`config.mk`:
```
export PLATFORM = sky130hd
export DESIGN_NAME = frv_pipeline_ctrl
export DESIGN_NICKNAME = d
export VERILOG_FILES = /design/src/rtl/frv_pipeline_ctrl.sv
export SDC_FILE = /design/constraint.sdc
export NUM_CORES = 1
export LEC_CHECK = 0
export CORE_ASPECT_RATIO = 0.75
export CORE_MARGIN = 5
export CORE_UTILIZATION = 37
export DETAILED_ROUTE_END_ITERATION = 8
export PLACE_DENSITY = 0.8
export RECOVER_POWER = 100
export SETUP_SLACK_MARGIN = 0.5
export SYNTH_ARGS = -nofsm -noshare
export SYNTH_HDL_FRONTEND = slang
export SYNTH_SLANG_ARGS = --single-unit
```
`constraint.sdc`:
```
create_clock -name g_clk -period 2.5 [get_ports g_clk]
set_input_delay 0.5 -clock g_clk [delete_from_list [all_inputs] [get_ports g_clk]]
set_output_delay 0.5 -clock g_clk [all_outputs]
set_load 0.05 [all_outputs]
```
`src/rtl/frv_pipeline_ctrl.sv`:
```
// frv_pipeline_ctrl
// Pipeline sequencing controller: derives per-stage busy/flush controls from
// stall, redirect and trap requests, and drains outstanding instruction
// fetches before steering fetch to a new PC so stale responses are dropped.

module frv_pipeline_ctrl #(
    parameter int unsigned NSTAGE = 4,
    parameter int unsigned RSTAGE = 2,
    parameter int unsigned XLEN   = 32,
    parameter int unsigned OUTW   = 2
) (
    input  logic              g_clk,
    input  logic              g_reset,
    input  logic [NSTAGE-1:0] s_stall_req,
    output logic [NSTAGE-1:0] s_busy,
    output logic [NSTAGE-1:0] s_flush,
    input  logic              redir_req,
    input  logic [XLEN-1:0]   redir_target,
    input  logic              trap_req,
    input  logic [XLEN-1:0]   trap_target,
    input  logic              f_req_issue,
    input  logic              f_rsp,
    output logic              f_can_issue,
    output logic              f_drop,
    output logic              f_redir,
    output logic [XLEN-1:0]   f_redir_pc,
    input  logic              f_redir_ack
);

    typedef enum logic [1:0] {
        ST_RUN   = 2'd0,
        ST_DRAIN = 2'd1,
        ST_REDIR = 2'd2
    } state_t;

    localparam logic [OUTW-1:0] CNT_MAX = '1;

    state_t            r_state;
    logic [OUTW-1:0]   r_cnt;
    logic [XLEN-1:0]   r_redir_pc;
    logic              r_f_redir;
    logic              r_f_drop;

    state_t            w_state_next;
    logic [XLEN-1:0]   w_pc_next;
    logic [OUTW:0]     w_cnt_next;
    logic [OUTW-1:0]   w_cnt_upd;
    logic              w_cnt_err;
    logic              w_run_redir;
    logic              w_leave;
    logic [NSTAGE-1:0] w_busy;
    logic [NSTAGE-1:0] w_flush;

    // Outstanding-fetch counter update; protocol errors hold the count
    always_comb begin
        w_cnt_next = {1'b0, r_cnt} + (OUTW+1)'(f_req_issue) - (OUTW+1)'(f_rsp);
        w_cnt_err  = (f_req_issue && !f_rsp && (r_cnt == CNT_MAX)) ||
                     (f_rsp && !f_req_issue && (r_cnt == '0));
        w_cnt_upd  = w_cnt_err ? r_cnt : w_cnt_next[OUTW-1:0];
    end

    // Next-state and restart-PC selection; a trap re-enters the redirect
    // sequence from any state and outranks a simultaneous redirect or ack
    always_comb begin
        w_state_next = r_state;
        w_pc_next    = r_redir_pc;
        w_run_redir  = (r_state == ST_RUN) && redir_req;
        w_leave      = trap_req || w_run_redir;
        if (trap_req) begin
            w_pc_next = trap_target;
        end else if (w_run_redir) begin
            w_pc_next = redir_target;
        end
        if (w_leave) begin
            w_state_next = (w_cnt_upd != '0) ? ST_DRAIN : ST_REDIR;
        end else begin
            case (r_state)
                ST_DRAIN: if (w_cnt_upd == '0) w_state_next = ST_REDIR;
                ST_REDIR: if (f_redir_ack)     w_state_next = ST_RUN;
                default:                       w_state_next = r_state;
            endcase
        end
    end

    // Busy chain: an older stage's backpressure propagates to all younger ones
    always_comb begin
        w_busy = '0;
        w_busy[NSTAGE-1] = s_stall_req[NSTAGE-1];
        for (int unsigned i = NSTAGE - 1; i > 0; i--) begin
            w_busy[i-1] = s_stall_req[i-1] | w_busy[i];
        end
        if (r_state != ST_RUN) begin
            w_busy[0] = 1'b1;
        end
    end

    // Same-cycle flush: trap clears everything, redirect only the younger stages
    always_comb begin
        w_flush = '0;
        if (trap_req) begin
            w_flush = '1;
        end else if (w_run_redir) begin
            for (int unsigned j = 0; j < RSTAGE; j++) begin
                w_flush[j] = 1'b1;
            end
        end else if (r_state != ST_RUN) begin
            w_flush[0] = 1'b1;
        end
    end

    // State, counter, restart PC and registered fetch-side outputs
    always_ff @(posedge g_clk or posedge g_reset) begin
        if (g_reset) begin
            r_state    <= ST_RUN;
            r_cnt      <= '0;
            r_redir_pc <= '0;
            r_f_redir  <= 1'b0;
            r_f_drop   <= 1'b0;
        end else begin
            r_state    <= w_state_next;
            r_cnt      <= w_cnt_upd;
            r_redir_pc <= w_pc_next;
            r_f_redir  <= (w_state_next == ST_REDIR);
            r_f_drop   <= (w_state_next != ST_RUN);
        end
    end

    assign s_busy      = w_busy;
    assign s_flush     = w_flush;
    assign f_can_issue = (r_cnt != CNT_MAX) && (r_state == ST_RUN);
    assign f_drop      = r_f_drop;
    assign f_redir     = r_f_redir;
    assign f_redir_pc  = r_redir_pc;

endmodule

```
# After elaboration in Yosys (flattened, before gate mapping)
# Cells that the tools add are included.
totals:
  register_bits: 38
  latchBits: 0
  ramBits: 0
  rom_bits: 0
  in_bits: 75
  out_inout_bits: 43
  wordCells: 46
  n_memories: 0
classes:
  addsub: 2
  mul: 0
  div: 0
  order_cmp: 0
  n_eq_ne: 5
  shifts: 0
  n_mux: 14
  n_bitwise: 3
  reduce_logical: 17
op_table:
  columns: ["cell", "count"]
  rows:
  - ["$mux 32", 2]
  - ["$mux 2", 7]
  - ["$reduce_bool 2->1", 4]
  - ["$eq 2x2->1 const B", 3]
  - ["$logic_and 1x1->1", 6]
  - ["$logic_not 2->1", 3]
  - ["$mux 1", 4]
  - ["$pmux 2 s2", 1]
  - ["$or 1x1->1", 3]
  - ["$add 2x1->2", 1]
  - ["$eq 2x1->1 const B", 1]
  - ["$logic_not 1->1", 2]
  - ["$logic_or 1x1->1", 2]
  - ["$ne 2x2->1 const B", 1]
  - ["$sub 2x1->2", 1]

# Logic depth before layout (Yosys ltp)
# Gate-level depths: netlist (run 1).
depth:
  word_depth: 10
  mapped_depth: 8
  mapped_depth_nobuf: 8

# Least setup slack after synthesis (run 1)
# No wires, ideal clock.
synth_path:
  path_kind: "flip-flop to output port"
  startpoint: "reg r_state[0]"
  endpoint: "out f_can_issue"
  arrival_ps: 1847
  t_required_ps: 2000
  slack_ps: 153
  path_stages_with_launch: 4
  n_path_buf: 0
  cell_sequence: "dfrtp_1 > inv_1 > ha_1 > a21boi_0"
synth_between:
  elab_chain_len: 2
synth_lines:
  columns: ["item", "line", "rtl"]
  rows:
  - ["start, declared", "38", "state_t r_state;"]
  - ["start signal, assigned", "120", "r_state <= w_state_next;"]
  - ["$logic_not 2->1", "130", "assign f_can_issue = (r_cnt != CNT_MAX) && (r_state == ST_RUN);"]
  - ["$logic_and 1x1->1", "130", null]
  - ["end, declared", "23", "output logic f_can_issue,"]
# No other way between the ends.

# Final worst setup path (run 1)
# Ends and elaborated chain as after synthesis.

==> results.py, run 1 <==
metrics = {
    "floorplanning": {
        "dieArea_um2": 6870,
        "chipWidth_um": 94.0,
        "die_h_um": 73.0,
        "start_util_pct": 37.4,
        "core-area_um2": 5240,
        "placementRows": 23,
        "ios": 118,
    },
    "sta": {
        "hold_viol_final": 0,
        "worst_pin_slew_ns": 0.938,
        "finalMaxSlewViolations": 0,
        "rsz0062_at_grt": "yes",
        "max_freq_ghz": 0.459,
        "slew_headroom_pct": 37.5,
        "tns_ns": 0,
        "finalSetupViolCount": 0,
        "post-route-min-period_ns": 2.18,
        "fin_crit_sh_pct": 87.1,
        "skew_ns": 0.00354,
    },
    "synthesis": {
        "syn_area_um2": 1960,
        "syn_avg_cell_area_um2": 10.1,
        "synthCells": 194,
        "seq_area_frac_synth_pct": 48.5,
        "ys_seq_elements": 38,
        "synth.distinct_cells": 30,
        "syn_nets": 274,
        "yosysWarnings": 0,
    },
    "route": {
        "drtAntennaViolNets": 0,
        "first_iter_violations": 33,
        "num_vias": 1782,
        "wl_met1_um": 2120,
        "post_drt_wl_per_cell_um": 13.6,
        "dr_wl_met2_um": 2640,
        "highest-signal-layer": "met4",
        "wl_met3_um": 520,
        "drc_errors": 0,
        "drt-pass1-iter-count": 3,
        "avgViaCountPerCell": 4.56,
        "drt_wl_total_um": 5320,
    },
    "final_layout": {
        "antennaDiodeCount": 0,
        "drive_above_1_share_pct": 10.1,
        "layout_commonest_cell": "clkdlybuf4s50_1",
        "nets": 395,
        "final_cell_mix": "67 x clkdlybuf4s50_1, 38 x dfrtp_1, 35 x nand2_1",
        "areaGrowthSynthToFinish_pct": 66.0,
    },
    "setup_path": {
        "crit_start": "r_state[0]$_DFF_PP0_",
        "critPathKind": "reg2out",
        "cp_slowest_cell": "clkbuf_1",
        "critPathMaxFanout": 4,
        "r2r_setup_slack_ns": 0.51,
        "cp_data_arrival_time_ns": 1.68,
        "cp_top_family": "buffers and inverters",
        "cp-start-kind": "register",
        "rr_startpoint": "r_state[0]$_DFF_PP0_",
        "critPathBufInv": 2,
        "setup.worst_path.end_class": "output port",
        "cp.required_ns": 2.00,
        "path_cells": "inv_1, ha_1, a21boi_1, clkbuf_1",
        "cpPeakStageDelay_ns": 0.48,
    },
    "clock_tree": {
        "clock_latency_ns": 0.28,
        "cts_tree": "built",
        "clock-sinks": 38,
        "ctsLongestPathBuffers": 2,
        "clk_pin_slew_worst_paths_ns": 0.07,
        "cts_max_level": 2,
        "clock-root-buffer": "clkbuf_8",
        "cts_buffers": 5,
    },
    "global_routing": {
        "grt_first_pass_wirelength_um": 8220,
        "grt_start_max_net_pins": 47,
        "globalRouteOverflowTotal": 0,
        "antenna_found_initial": 0,
        "grt_usage_pct": 15.1,
        "grt_pass1_vias": 1843,
    },
    "place": {
        "io_buffers": 117,
        "gp_congestion": 0.802,
        "dp_hpwl_um": 4150,
    },
    "worst_hold_path": {
        "worstHoldPathType": "reg2reg",
        "hold_path_startpoint": "f_redir_pc[27]$_DFFE_PP0P_",
    },
    "power": {
        "pwr_density_cell_nw_per_um2": 889,
        "total_power_uw": 2890,
        "leakage_uw": 0.00148,
        "peakVddDrop_mv": 0.626,
    },
    "run": {
        "drv_cap": 0,
    },
    "run_status": {
        "status": "finished, final reports clean",
    },
}
==> power by group <==
| group | internal, µW | total [µW] | switching (µW) |
|---|---|---|---|
| registers | 788 | 880 | 91.4 |
| logic | 565 | 1590 | 1020 |
| clock network | 222 | 428 | 205 |
| total | 1580 | 2890 | 1320 |
==> worst min-delay path, cell delays in order, from the launching register on <==
cell and delay (ns):
dfrtp_1 0.34, nand2_1 0.05, o21ai_0 0.06
==> cell type report <==
cell class                      instances  area (µm²)
Fill cell                             486        1980
Timing Repair Buffer                  129        1200
Sequential cell                        38         951
Multi-Input combinational cell        131         882
Tap cell                               75        93.8
Clock buffer                            7        86.3
Inverter                               10        37.5
Clock inverter                          1        5.00
==> sequential cells by signal, indices dropped and copies added, names as in the netlist <==
signal / count
f_drop: 1
r_state: 2
f_redir_pc: 32
r_cnt: 2
f_redir: 1
==> routing by layer <==
metal,vias to the layer above,GRT usage [%]
met5,-,0
met4,0,3.37
met3,9,6.39
met2,66,26.9
met1,800,16.9
li1,907,-
==> through the flow <==
step | cells | hold WS (ns) | utilization [%] | instance area (µm²) | worst slack (ns)
6_report | 391 | 0.473 | 62.1 | 3250 | 0.323
4_1_cts | 385 | 0.486 | 62.6 | 3280 | 0.297
3_5_place_dp | 377 | 0.469 | 60.7 | 3180 | 0.00340
3_3_place_gp | 377 | 0.461 | 60.7 | 3180 | 0.0789
5_1_grt | 391 | 0.500 | 62.1 | 3250 | 0.259
2_1_floorplan | 194 | 0.591 | - | 1970 | 0.515
==> synthesized netlist by cell type <==
cell type | instances | area, µm²
a211o_2 | 1 | 10.0
a21boi_0 | 2 | 15.0
a21o_1 | 1 | 7.51
a21oi_4 | 1 | 16.3
a311o_1 | 1 | 10.0
a41o_1 | 1 | 10.0
and2_1 | 1 | 6.26
buf_2 | 6 | 30.0
buf_4 | 4 | 30.0
buf_6 | 2 | 22.5
clkbuf_1 | 3 | 11.3
dfrtp_1 | 38 | 951
ha_1 | 5 | 62.6
inv_1 | 8 | 30.0
inv_2 | 2 | 7.51
mux2i_1 | 32 | 320
nand2_1 | 35 | 131
nand3b_1 | 1 | 7.51
nand4_1 | 2 | 12.5
nor2_1 | 2 | 7.51
nor2b_1 | 2 | 12.5
nor3_1 | 1 | 5.00
nor4b_1 | 1 | 8.76
o211ai_1 | 2 | 15.0
o21ai_0 | 34 | 170
o311a_1 | 1 | 10.0
or2_2 | 1 | 6.26
or3_1 | 1 | 6.26
or3b_2 | 2 | 17.5
xnor2_1 | 1 | 8.76
==> path summary, 6_finish.rpt <==
path,endpoint,depth (start not counted)
setup / recovery,f_can_issue,4
hold / removal,f_redir_pc[27]$_DFFE_PP0P_,2
setup reg to reg,f_redir$_DFF_PP0_,7
hold reg to reg,f_redir_pc[27]$_DFFE_PP0P_,2
max in group asynchronous,f_redir_pc[12]$_DFFE_PP0P_,3
min in group asynchronous,f_redir_pc[7]$_DFFE_PP0P_,3
==> timing repair <==
item | 4_1_cts | 5_1_grt
buffers inserted | 0 | 6
endpoints found under the setup margin | 8 | 9
resized for setup | 7 | 24
cloned | 0 | 0
pin swaps | 2 | 4
hold buffers | 0 | 0
==> kinds of logic (layout without fill, tap and decap cells) <==
kind of cell / after synthesis / in the layout / synth area share (%)
flip-flops: 38 / 38 / 48.5
multiplexers: 32 / 32 / 16.3
adder cells (fa/ha/maj): 5 / 5 / 3.19
AO/OA/AOI/OAI: 44 / 44 / 13.5
XOR/XNOR: 1 / 1 / 0.447
AND/OR/NAND/NOR: 49 / 49 / 11.3
buffers and inverters: 25 / 147 / 6.71
Note: power is estimated with default switching activity, not from simulation.
==> inputs of run 2 (changes only) <==
--- a/config.mk
+++ b/config.mk
@@ -15,3 +15,4 @@
 export SYNTH_ARGS = -nofsm -noshare
 export SYNTH_HDL_FRONTEND = slang
 export SYNTH_SLANG_ARGS = --single-unit
+export TNS_END_PERCENT = 5
==> results.py, run 2 (same netlist as run 1, synthesis figures left out) <==
metrics = {
    "route": {
        "post_drt_wl_per_cell_um": 13.7,
        "drc_errors": 0,
        "avgViaCountPerCell": 4.57,
        "drt-pass1-iter-count": 4,
        "first_iter_violations": 30,
        "drt_wl_total_um": 5320,
        "drtAntennaViolNets": 0,
        "num_vias": 1776,
    },
    "final_layout": {
        "largest_register_ffs": 32,
        "final_cell_mix": "68 x clkdlybuf4s50_1, 38 x dfrtp_1, 35 x nand2_1, 35 x dlygate4sd3_1, 34 x o21ai_0",
        "final_cell_area_um2": 3260,
        "layout_commonest_cell": "clkdlybuf4s50_1",
        "drive_above_1_share_pct": 10.2,
        "nets": 393,
        "areaGrowthSynthToFinish_pct": 66.3,
        "antennaDiodeCount": 0,
    },
    "global_routing": {
        "grt_first_pass_wirelength_um": 8490,
        "grt_start_max_net_pins": 51,
        "grt_usage_pct": 15.7,
        "globalRouteOverflowTotal": 0,
        "grt_pass1_vias": 1839,
        "antenna_found_initial": 0,
    },
    "setup_path": {
        "path_cells": "inv_1, ha_1, a21boi_1, clkbuf_1",
        "critPathMaxFanout": 4,
        "critPathKind": "reg2out",
        "cp.required_ns": 2.00,
        "cp_data_arrival_time_ns": 1.68,
        "critPathBufInv": 2,
        "cp_top_family": "buffers and inverters",
        "cpPeakStageDelay_ns": 0.48,
        "setup.worst_path.end_class": "output port",
        "cp_slowest_cell": "clkbuf_1",
        "r2r_setup_slack_ns": 0.43,
        "cp-start-kind": "register",
    },
    "clock_tree": {
        "cts_buffers": 5,
        "clock_latency_ns": 0.29,
        "cts_hold_buffers": 0,
        "clock-sinks": 38,
        "ctsLongestPathBuffers": 2,
        "cts_max_level": 2,
        "clock-root-buffer": "clkbuf_8",
        "cts_tree": "built",
        "clk_pin_slew_worst_paths_ns": 0.08,
    },
    "sta": {
        "max_freq_ghz": 0.458,
        "rsz0062_at_grt": "yes",
        "hold_viol_final": 0,
        "finalMaxSlewViolations": 0,
        "fin_crit_sh_pct": 87.3,
        "slew_headroom_pct": 36.5,
        "whs_ns": 0.470,
        "post-route-min-period_ns": 2.18,
        "finalSetupViolCount": 0,
        "worst_pin_slew_ns": 0.952,
        "tns_ns": 0,
        "skew_ns": 0.00509,
    },
    "floorplanning": {
        "chipWidth_um": 94.0,
        "ios": 118,
        "placementRows": 23,
        "dieArea_um2": 6870,
        "start_util_pct": 37.4,
        "die_h_um": 73.0,
        "core-area_um2": 5240,
    },
    "run_status": {
        "status": "finished, final reports clean",
    },
    "power": {
        "leakage_uw": 0.00148,
        "pwr_density_cell_nw_per_um2": 909,
        "peakVddDrop_mv": 0.756,
    },
    "place": {
        "placed_cell_area_um2": 3150,
        "gp_congestion": 0.822,
        "io_buffers": 117,
        "dp_hpwl_um": 4200,
    },
    "worst_hold_path": {
        "worstHoldPathType": "reg2reg",
    },
    "run": {
        "drv_cap": 0,
    },
}
run 2: changes by cell type in the layout (fill, tap and decap cells not counted), sizes merged:
cell,previous run,this run
buf,14,8
bufinv,0,1
clkinv,1,2
clkdlybuf4s50,67,68
clkbuf,23,20
dlygate4sd3,31,35
dlygate4sd2,0,1
dlymetal6s2s,1,0
run 2: worst paths after layout:
| check | start | end | depth (start not counted) |
|---|---|---|---|
| max | r_state[1]$_DFF_PP0_ | f_can_issue | 4 |
| min | f_redir_pc[18]$_DFFE_PP0P_ | f_redir_pc[18]$_DFFE_PP0P_ | 2 |
| min reg2reg | f_redir_pc[18]$_DFFE_PP0P_ | f_redir_pc[18]$_DFFE_PP0P_ | 2 |
| max reg2reg | r_state[1]$_DFF_PP0_ | f_redir$_DFF_PP0_ | 7 |
| max in group asynchronous | g_reset | f_redir_pc[10]$_DFFE_PP0P_ | 3 |
| min in group asynchronous | g_reset | f_redir_pc[3]$_DFFE_PP0P_ | 3 |
run 2: final cells by class:
cell class                 count  area (µm²)
fill                         485        1980
timing repair buffer         127        1180
sequential                    38         951
multi-input combinational    131         887
tap                           75        93.8
clock buffer                   5        68.8
clock inverter                 3        40.0
inverter                      10        37.5
run 2: tightest hold or removal path: cells and delay by family (launching register included):
kind	cells	cell delay, ns
DFF	1	0.34
AOI/OAI and AO/OA	1	0.05
and+or+nand+nor	1	0.04
run 2: per-stage QoR:
step                      total power, µW  std cells  worst slack, ns  util [%]
after global placement               2460        377           0.0589      60.1
final                                2960        389            0.317      62.2
after global routing                 3150        389            0.237      62.2
after floorplan                      1940        194            0.221         -
after detailed placement             2500        377          0.00374      60.1
after CTS                            3080        388            0.357      63.0
run 2: what timing repair did:
item,4_1_cts,5_1_grt
gates resized for setup,12,9
pin swaps,3,2
endpoints found under the setup margin,7,17
setup buffers,3,1
run 2: where the power goes:
part           internal (µW)  switching (µW)
clock network            294             215
logic                    559            1010
registers                788            94.9
total                   1640            1320
run 2: metal layers:
metal  GRT usage (%)  routed length (µm)  vias up
met4            4.49                  94        0
met5               0                   0        -
li1                -                   -      905
met3            5.77                 449       11
met1            18.1                2100      795
met2            27.5                2670       65
==> inputs of run 3 (changes only) <==
--- a/config.mk
+++ b/config.mk
@@ -8,9 +8,11 @@
 export CORE_ASPECT_RATIO = 0.75
 export CORE_MARGIN = 5
 export CORE_UTILIZATION = 37
+export CTS_CLUSTER_DIAMETER = 80
 export DETAILED_ROUTE_END_ITERATION = 8
-export PLACE_DENSITY = 0.8
+export PLACE_DENSITY_LB_ADDON = 0.12
 export RECOVER_POWER = 100
+export REMOVE_ABC_BUFFERS = 1
 export SETUP_SLACK_MARGIN = 0.5
 export SYNTH_ARGS = -nofsm -noshare
 export SYNTH_HDL_FRONTEND = slang
==> results.py, run 3 (same netlist as run 1, synthesis figures left out) <==
metrics = {
    "route": {
        "drt_wl_total_um": 5100,
        "avgViaCountPerCell": 4.54,
        "post_drt_wl_per_cell_um": 13.2,
        "first_iter_violations": 38,
        "drt-pass1-iter-count": 4,
        "drtAntennaViolNets": 0,
        "drc_errors": 0,
        "num_vias": 1757,
    },
    "worst_hold_path": {
        "hold_path_startpoint": "f_redir_pc[25]$_DFFE_PP0P_",
        "worstHoldPathType": "reg2reg",
    },
    "final_layout": {
        "multi_input_area_um2": 888,
        "layout_commonest_cell": "clkdlybuf4s50_1",
        "areaGrowthSynthToFinish_pct": 66.6,
        "largest_register_ffs": 32,
        "fin_cells": 387,
        "drive_above_1_share_pct": 8.65,
        "nets": 391,
        "register_area_um2": 951,
        "antennaDiodeCount": 0,
        "nFillCells": 467,
        "post-route-util_pct": 62.3,
        "final_cell_mix": "67 x clkdlybuf4s50_1, 38 x dfrtp_1, 35 x nand2_1",
    },
    "floorplanning": {
        "dieArea_um2": 6870,
        "chipWidth_um": 94.0,
        "placementRows": 23,
        "core-area_um2": 5240,
        "start_util_pct": 37.4,
        "die_h_um": 73.0,
        "ios": 118,
    },
    "power": {
        "p_int_uw": 1640,
        "power.share.clock_pct": 17.1,
        "p_seq_share_pct": 29.8,
        "power_frac_comb_pct": 53.1,
        "peakVddDrop_mv": 0.378,
        "switching_share_pct": 44.0,
        "pwr_density_cell_nw_per_um2": 898,
        "switchingPower_uw": 1290,
        "leakage_uw": 0.00147,
    },
    "setup_path": {
        "critPathMaxFanout": 2,
        "crit_start": "s_stall_req[1]",
        "cp-start-kind": "input pin",
        "setup.worst_path.end_class": "output port",
        "rr_startpoint": "r_state[0]$_DFF_PP0_",
        "cp_data_arrival_time_ns": 1.65,
        "cp.required_ns": 2.00,
        "cpPeakStageDelay_ns": 0.38,
        "critPathKind": "in2out",
        "path_cells": "buf_2, or3_4, or3b_4, dlymetal6s2s_1",
        "cp_slowest_cell": "or3_4",
    },
    "clock_tree": {
        "ctsLongestPathBuffers": 2,
        "clock-root-buffer": "clkbuf_8",
        "clock-sinks": 38,
        "cts_max_level": 2,
        "clock_latency_ns": 0.28,
        "cts_buffers": 5,
        "clk_pin_slew_worst_paths_ns": 0.07,
        "cts_tree": "built",
    },
    "place": {
        "gp_congestion": 0.753,
        "dp_hpwl_um": 4020,
        "place_inst": 376,
        "place_ws_ns": 0.0378,
        "io_buffers": 117,
    },
    "sta": {
        "worst_pin_slew_ns": 0.937,
        "max_freq_ghz": 0.464,
        "setup_slack_ns": 0.347,
        "skew_ns": 0.00499,
        "fin_crit_sh_pct": 86.1,
        "post-route-min-period_ns": 2.15,
        "hold_viol_final": 0,
        "finalMaxSlewViolations": 0,
        "slew_headroom_pct": 37.5,
        "finalSetupViolCount": 0,
        "tns_ns": 0,
        "whs_ns": 0.474,
        "rsz0062_at_grt": "yes",
    },
    "global_routing": {
        "grt_pass1_vias": 1776,
        "grt_start_max_net_pins": 55,
        "globalRouteOverflowTotal": 0,
        "grt_usage_pct": 15.6,
        "grt_first_pass_wirelength_um": 8370,
        "antenna_found_initial": 0,
    },
    "run_status": {
        "status": "finished, final reports clean",
    },
    "run": {
        "drv_cap": 0,
    },
}
run 3: changes by cell type in the layout (fill, tap and decap cells not counted), sizes merged:
cell,delta
clkinv,-2
dlygate4sd3,-1
dlymetal6s2s,+2
clkbuf,-3
dlygate4sd2,+1
clkdlybuf4s50,-1
buf,+2
run 3: power by group through the flow:
stage | combinational (µW) | sequential [µW] | clock (µW)
3_5_place_dp | 1590 | 899 | 0
2_1_floorplan | 500 | 1390 | 0
5_1_grt | 1680 | 901 | 551
6_report | 1560 | 874 | 500
3_3_place_gp | 1570 | 892 | 0
4_1_cts | 1670 | 886 | 513
run 3: final timing paths:
| path | endpoint | slack (ns) | cells past startpoint |
|---|---|---|---|
| max | s_busy[0] | 0.35 | 4 |
| max reg2reg | f_redir$_DFF_PP0_ | 0.50 | 7 |
| min reg2reg | f_redir_pc[25]$_DFFE_PP0P_ | 0.47 | 2 |
| min | f_redir_pc[25]$_DFFE_PP0P_ | 0.47 | 2 |
| min in group asynchronous | f_redir_pc[15]$_DFFE_PP0P_ | 0.94 | 3 |
| max in group asynchronous | r_cnt[0]$_DFF_PP0_ | 0.98 | 3 |
run 3: through the flow:
stage / power, µW / area, µm²
floorplan: 1890 / 1870
global placement: 2460 / 3170
detailed placement: 2490 / 3170
CTS: 3070 / 3310
global route: 3140 / 3260
finish: 2930 / 3260
run 3: final cells by class:
type / instances / share of cell area (%)
clock buffer: 7 / 2.34
timing repair buffer: 125 / 36.4
multi-input combinational: 131 / 27.2
clock inverter: 1 / 0.920
inverter: 10 / 1.15
tap: 75 / 2.87
sequential: 38 / 29.1
run 3: worst max-delay path: cells and delay by family:
family                 cells  cell delay [ns]
buffers and inverters      2             0.41
and+or+nand+nor            2             0.74
run 3: repair_timing:
action,CTS,global route
hold buffers,0,0
setup endpoints to repair,6,21
gates resized for setup,19,4
pin swaps,5,1
setup buffers,3,0
run 3: layer usage:
| layer | vias to the layer above | wire length [µm] | GRT usage [%] |
|---|---|---|---|
| met1 | 790 | 2220 | 19.8 |
| met4 | 0 | 22 | 3.37 |
| met3 | 2 | 450 | 6.91 |
| met5 | - | 0 | 0 |
| li1 | 903 | - | - |
| met2 | 62 | 2410 | 24.9 |
